[src/rtl/ntt_gs_addsub_pipe.sv]
// -----------------------------------------------------------------------------
// ntt_gs_addsub_pipe
//
// Pipelined modular add/sub front end of the INTT Gentleman-Sande butterfly.
// For each accepted coefficient pair (u, v), both in [0, PRIME-1], it produces
//   sum  = (u + v) mod PRIME   (feeds the div2 stage)
//   diff = (u - v) mod PRIME   (feeds the twiddle multiplier)
//
// Two register stages (S1: raw add/sub with carry/borrow, S2: modular
// correction). S2 drives the outputs. Latency is 2 cycles and throughput is
// 1 pair/cycle. Valid/ready on both sides with full backpressure. ready_o is
// combinational from ready_i because there is no skid buffer.
//
// Optional feature (compile-time macro NTT_ADDSUB_SUM_DIV2_EN):
//   when defined, S2 also halves the reduced sum modulo PRIME, so that
//   sum_o = (u + v) / 2 mod PRIME and the downstream div2 stage can be
//   bypassed. Latency is unchanged.
//
// Ports:
//   clk      in   1         clock
//   rst      in   1         synchronous active-high reset
//   zeroize  in   1         synchronous clear, same effect as rst
//   valid_i  in   1         input pair valid
//   ready_o  out  1         block accepts a pair this cycle
//   u_i      in   REG_SIZE  first operand  (< PRIME)
//   v_i      in   REG_SIZE  second operand (< PRIME)
//   valid_o  out  1         output pair valid
//   ready_i  in   1         downstream accepts the output this cycle
//   sum_o    out  REG_SIZE  (u+v) mod PRIME, or its half with the feature on
//   diff_o   out  REG_SIZE  (u-v) mod PRIME
// -----------------------------------------------------------------------------
module ntt_gs_addsub_pipe #(
  parameter int unsigned         REG_SIZE       = 23,
  parameter logic [REG_SIZE-1:0] PRIME          = 23'd8380417,
  parameter logic [REG_SIZE-1:0] PRIME_DIV2_ODD = REG_SIZE'((PRIME + 1) / 2)
) (
  input  logic                clk,
  input  logic                rst,
  input  logic                zeroize,
  input  logic                valid_i,
  output logic                ready_o,
  input  logic [REG_SIZE-1:0] u_i,
  input  logic [REG_SIZE-1:0] v_i,
  output logic                valid_o,
  input  logic                ready_i,
  output logic [REG_SIZE-1:0] sum_o,
  output logic [REG_SIZE-1:0] diff_o
);

  // ---------------------------------------------------------------------------
  // Elaboration-time parameter sanity. The halving constant is only meaningful
  // for an odd modulus, and a mismatched override would silently corrupt the
  // optional halving path.
  // ---------------------------------------------------------------------------
  if (PRIME[0] != 1'b1) begin : g_prime_not_odd
    $error("ntt_gs_addsub_pipe: PRIME must be odd");
  end

  if (PRIME_DIV2_ODD != REG_SIZE'((PRIME + 1) / 2)) begin : g_bad_half_const
    $error("ntt_gs_addsub_pipe: PRIME_DIV2_ODD must equal (PRIME+1)/2");
  end

  // ---------------------------------------------------------------------------
  // Pipeline state
  // ---------------------------------------------------------------------------
  logic                s1_valid;
  logic [REG_SIZE:0]   s1_sum;   // raw u+v, MSB is the carry
  logic [REG_SIZE:0]   s1_dif;   // raw u-v, MSB is the borrow

  logic                s2_valid;
  logic [REG_SIZE-1:0] s2_sum;
  logic [REG_SIZE-1:0] s2_dif;

  logic                clear;
  logic                adv1;
  logic                adv2;

  // Combinational S2 inputs
  logic [REG_SIZE-1:0] sum_red;
  logic [REG_SIZE-1:0] sum_next;
  logic [REG_SIZE-1:0] dif_next;

  assign clear = rst | zeroize;

  // ---------------------------------------------------------------------------
  // Flow control. A stage advances when it is empty or its successor advances,
  // so a full pipeline with a stalled sink backs up all the way to ready_o.
  // ---------------------------------------------------------------------------
  assign adv2    = !s2_valid || ready_i;
  assign adv1    = !s1_valid || adv2;
  assign ready_o = adv1;

  // ---------------------------------------------------------------------------
  // S2 datapath: single conditional subtract / add folds the raw result back
  // into [0, PRIME-1]. The subtraction is done on the low REG_SIZE bits only;
  // wrap-around modulo 2^REG_SIZE yields the exact result because the reduced
  // value is known to fit.
  // ---------------------------------------------------------------------------
  always_comb begin
    // NOTE: every signal assigned in a combinational block gets a default
    // first, so no path leaves it unassigned and no latch is inferred.
    sum_red  = s1_sum[REG_SIZE-1:0];
    sum_next = '0;
    dif_next = s1_dif[REG_SIZE-1:0];

    if (s1_sum >= {1'b0, PRIME}) begin
      sum_red = s1_sum[REG_SIZE-1:0] - PRIME;
    end

    if (s1_dif[REG_SIZE]) begin
      dif_next = s1_dif[REG_SIZE-1:0] + PRIME;
    end

`ifdef NTT_ADDSUB_SUM_DIV2_EN
    // Halving modulo an odd PRIME: an odd value x becomes (x+PRIME)/2, which
    // equals (x>>1) + (PRIME+1)/2 without needing an extra carry bit.
    if (sum_red[0]) begin
      sum_next = (sum_red >> 1) + PRIME_DIV2_ODD;
    end else begin
      sum_next = sum_red >> 1;
    end
`else
    sum_next = sum_red;
`endif
  end

  // ---------------------------------------------------------------------------
  // S1 register: raw add and subtract with one guard bit each.
  // Data is captured on every advance, valid or not; bubble data is
  // don't-care and gating it would only add enable logic.
  // ---------------------------------------------------------------------------
  always_ff @(posedge clk) begin
    // NOTE: sequential state uses non-blocking assignments so every register
    // samples pre-edge values regardless of statement order.
    if (clear) begin
      s1_valid <= 1'b0;
      s1_sum   <= '0;
      s1_dif   <= '0;
    end else if (adv1) begin
      s1_valid <= valid_i;
      s1_sum   <= {1'b0, u_i} + {1'b0, v_i};
      s1_dif   <= {1'b0, u_i} - {1'b0, v_i};
    end
  end

  // ---------------------------------------------------------------------------
  // S2 register: reduced results, held while the sink stalls.
  // ---------------------------------------------------------------------------
  always_ff @(posedge clk) begin
    if (clear) begin
      s2_valid <= 1'b0;
      s2_sum   <= '0;
      s2_dif   <= '0;
    end else if (adv2) begin
      s2_valid <= s1_valid;
      s2_sum   <= sum_next;
      s2_dif   <= dif_next;
    end
  end

  assign valid_o = s2_valid;
  assign sum_o   = s2_sum;
  assign diff_o  = s2_dif;

endmodule

[config.mk]
export PLATFORM = sky130hd
export DESIGN_NAME = ntt_gs_addsub_pipe
export DESIGN_NICKNAME = d
export VERILOG_FILES = /design/src/rtl/ntt_gs_addsub_pipe.sv
export SDC_FILE = /design/constraint.sdc
export NUM_CORES = 1
export LEC_CHECK = 0
export ABC_AREA = 1
export CAP_MARGIN = 10
export CORE_ASPECT_RATIO = 1.75
export CORE_MARGIN = 5
export CORE_UTILIZATION = 63
export CTS_BUF_LIST = sky130_fd_sc_hd__clkbuf_8
export DETAILED_ROUTE_END_ITERATION = 7
export PLACE_DENSITY = 0.93
export SYNTH_ARGS = -nofsm -noshare
export SYNTH_HDL_FRONTEND = slang
export SYNTH_SLANG_ARGS = --single-unit
export TNS_END_PERCENT = 5
[constraint.sdc]
create_clock -name clk -period 4.1 [get_ports clk]
set_input_delay 0.82 -clock clk [delete_from_list [all_inputs] [get_ports clk]]
set_output_delay 0.82 -clock clk [all_outputs]
set_load 0.02 [all_outputs]
==> results.txt <==
status - complete, no violations
pin count of the biggest net entering global routing - 94
setup bufs post-CTS - 0
sw power - 0.00103 W
post-route insts no fill - 1643
Netlist cell types - 36
Internal Power - 0.00153 W
pre-CTS setup slack - 864 ps
PD cells - 275 nW/um^2
via count - 9050
register area share after synthesis - 23.5%
Final setup viols - 0
crit-path cells - clkdlybuf4s50_1 > nor2_1 > inv_2 > nor2_2 > inv_2 > clkdlybuf4s50_1
final worst setup slack - 1030 ps
Clock Tree Buf Depth - 2
maximum vdd drop - 175 uV
final hold viol count - 0
clock power share - 24.4%
Syn Area/Cell - 5.77 um^2
Multi-input gate area - 4900 um^2
cell area after synthesis - 8110 um^2
type of origin of the critical path - input port
critical path's slowest cell - clkdlybuf4s50_1
switch share - 40.2%
largest cells by area after synthesis - dfxtp_1 (23%), nand2_1 (18%), inv_1 (13%), nand3_1 (8.0%), ha_1 (7.6%)
LEAKAGE - 5.18 nW
Clock Skews - 24.1 ps
fillcell total - 1155
flops & latches, synth - 95
EDFF count, synth - 0
post-DR wirelength/cell - 16.0 um
total wire length - 26.3 mm
crit-path leading delay family - buffers and inverters
Synth top area share - 23.5%
Antenna Cells - 0
Max-cap violations - 0
die area - 15300 um^2
Synth area leader - dfxtp_1
hold_buf cts - 0
Worst Path Required - 3280 ps
fraction of registers with async set/reset - 0%
Post-Place Cells - 1627
Reg2Reg Setup Slack - 1670 ps
I/O Buffers - 98
Max Clk Rate - 0.326 GHz
Sequential Power Share - 40.3%
fin nets - 1569
synth warn - 0
syn_nets - 1506
Combinational Power Share - 35.3%
critical path arrival - 2250 ps
root buf cell - clkbuf_8
io pins - 99
CTS Buf Count - 9
CP max stage delay - 650 ps
initial core utilization - 63.3%
Post-Synthesis Cells - 1404
Sequential Area - 1900 um^2
maximum fanout along the worst path - 8
Initial DRT Pass Iterations - 6
Primary FF master, synth - dfxtp_1
CP Capture Type - output pin
post-DR vias/cell - 5.51
vias in the first global route - 8950
H-Tree Depth - 3
Crit path buffers/inverters - 4
Antenna Violating Nets Remaining - 0
Die Wd - 95.7 um
RSZ-0062 raised after global routing - no
row cnt - 55
CTS tree - yes
die height - 160 um
Clock transition at path regs - 110 ps
Max-slew headroom - 45.8%
dpl hpwl - 21.5 mm
clk sinks - 95
Worst-Margin Slew - 813 ps
grt total ovfl - 0
total power - 0.00256 W
antenna violations before repair - 0
Final Max Slew Viols - 0
Remaining DRCs - 0
layout cells sized above 1 - 2.51%
CP Class - in2out
fin crit share - 74.9%
Area Overhead vs Synth - 14.8%
core area - 12800 um^2
Core Util, Final - 72.7%
global-route wire length before repair - 42.3 mm
Worst Hold Class - reg2reg
TNS Setup - 0 ps
Total GRT Usage - 35.2%
GP Congestion - 1.03
DR iter-0 viols - 687
clock latency on the worst-skew pair - 390 ps
Period minus WS final - 3070 ps
count leader, synth - nand2_1
top cells by count, synth - nand2_1 (383), inv_1 (283), nand3_1 (129)
CTS resizes - 0
==> worst min-delay path: cells and delay by family (launching register included) <==
family	cells	cell delay [ps]
flip-flops	1	320
AO/OA/AOI/OAI	1	70
buffers and inverters	1	80
==> power groups by stage <==
stage | Clock [W] | Combinational, W | Sequential [W]
2_1_floorplan | 0 | 0.000578 | 0.00105
3_3_place_gp | 0 | 0.000871 | 0.00105
3_5_place_dp | 0 | 0.000884 | 0.00105
4_1_cts | 0.000622 | 0.000891 | 0.00103
5_1_grt | 0.000658 | 0.00100 | 0.00104
6_report | 0.000622 | 0.000903 | 0.00103
==> final timing paths <==
path,cells after the start,startpoint,endpoint
worst max-delay path,6,ready_i,ready_o
worst min-delay path,2,s1_valid,valid_o
worst max register to register,13,s1_sum[0],sum_o[6]
worst min register to register,2,s1_valid,valid_o
==> layer usage <==
layer	wire, um	share of wire, %	track usage, %	vias to the layer above
li1	-	-	-	4474
met2	13700	52	63.5	383
met3	1480	5.6	4.71	132
met4	2420	9.2	27.5	0
met5	0	0	0	-
met1	8720	33	34.4	4061
==> registers in the layout (all words and copies together) (netlist names) <==
signal / flops
sum_o: 23
s1_dif: 23
diff_o: 23
s1_valid: 1
valid_o: 1
s1_sum: 24
==> through the flow <==
step | hold WS, ps | area, um^2
6_report | 502 | 9300
5_1_grt | 523 | 9300
4_1_cts | 507 | 9300
3_5_place_dp | 484 | 9110
3_3_place_gp | 482 | 9110
2_1_floorplan | 436 | 8110
==> cells by family after synthesis <==
| kind of cell | after synthesis | share of synthesized area, % |
|---|---|---|
| buffers and inverters | 336 | 16.1 |
| AOI/OAI and AO/OA | 190 | 12.2 |
| and+or+nand+nor | 689 | 35.5 |
| xor gates and xnor gates | 43 | 4.65 |
| DFF | 95 | 23.5 |
| adders and majority gates | 51 | 8.06 |
==> area by class of cell <==
class                           instances  share of cell area, %
Multi-Input combinational cell        973                   52.7
Sequential cell                        95                   20.4
Inverter                              285                   11.5
Timing Repair Buffer                  103                   10.9
Tap cell                              171                   2.30
Clock buffer                            9                   1.33
Clock inverter                          7                  0.780
==> cells in the final DEF, fill, tap and decap left out, drive strengths merged, types with 2 or more instances in the layout <==
master / Yosys / layout
o221ai: 2 / 2
o211ai: 3 / 3
clkbuf: 35 / 9
xor2: 40 / 40
clkinv: 0 / 3
ha: 49 / 49
nor3: 19 / 19
a21oi: 90 / 90
and2: 2 / 2
nand2: 389 / 389
xnor2: 3 / 3
nand3b: 3 / 3
clkdlybuf4s50: 0 / 98
a31oi: 4 / 4
nor2: 127 / 127
a21o: 2 / 2
buf: 16 / 5
fa: 2 / 2
o21ai: 83 / 83
inv: 285 / 288
dfxtp: 95 / 95
nand3: 129 / 129
nand4: 17 / 17
o21bai: 4 / 4
Note: power is estimated with default switching activity, not from simulation.
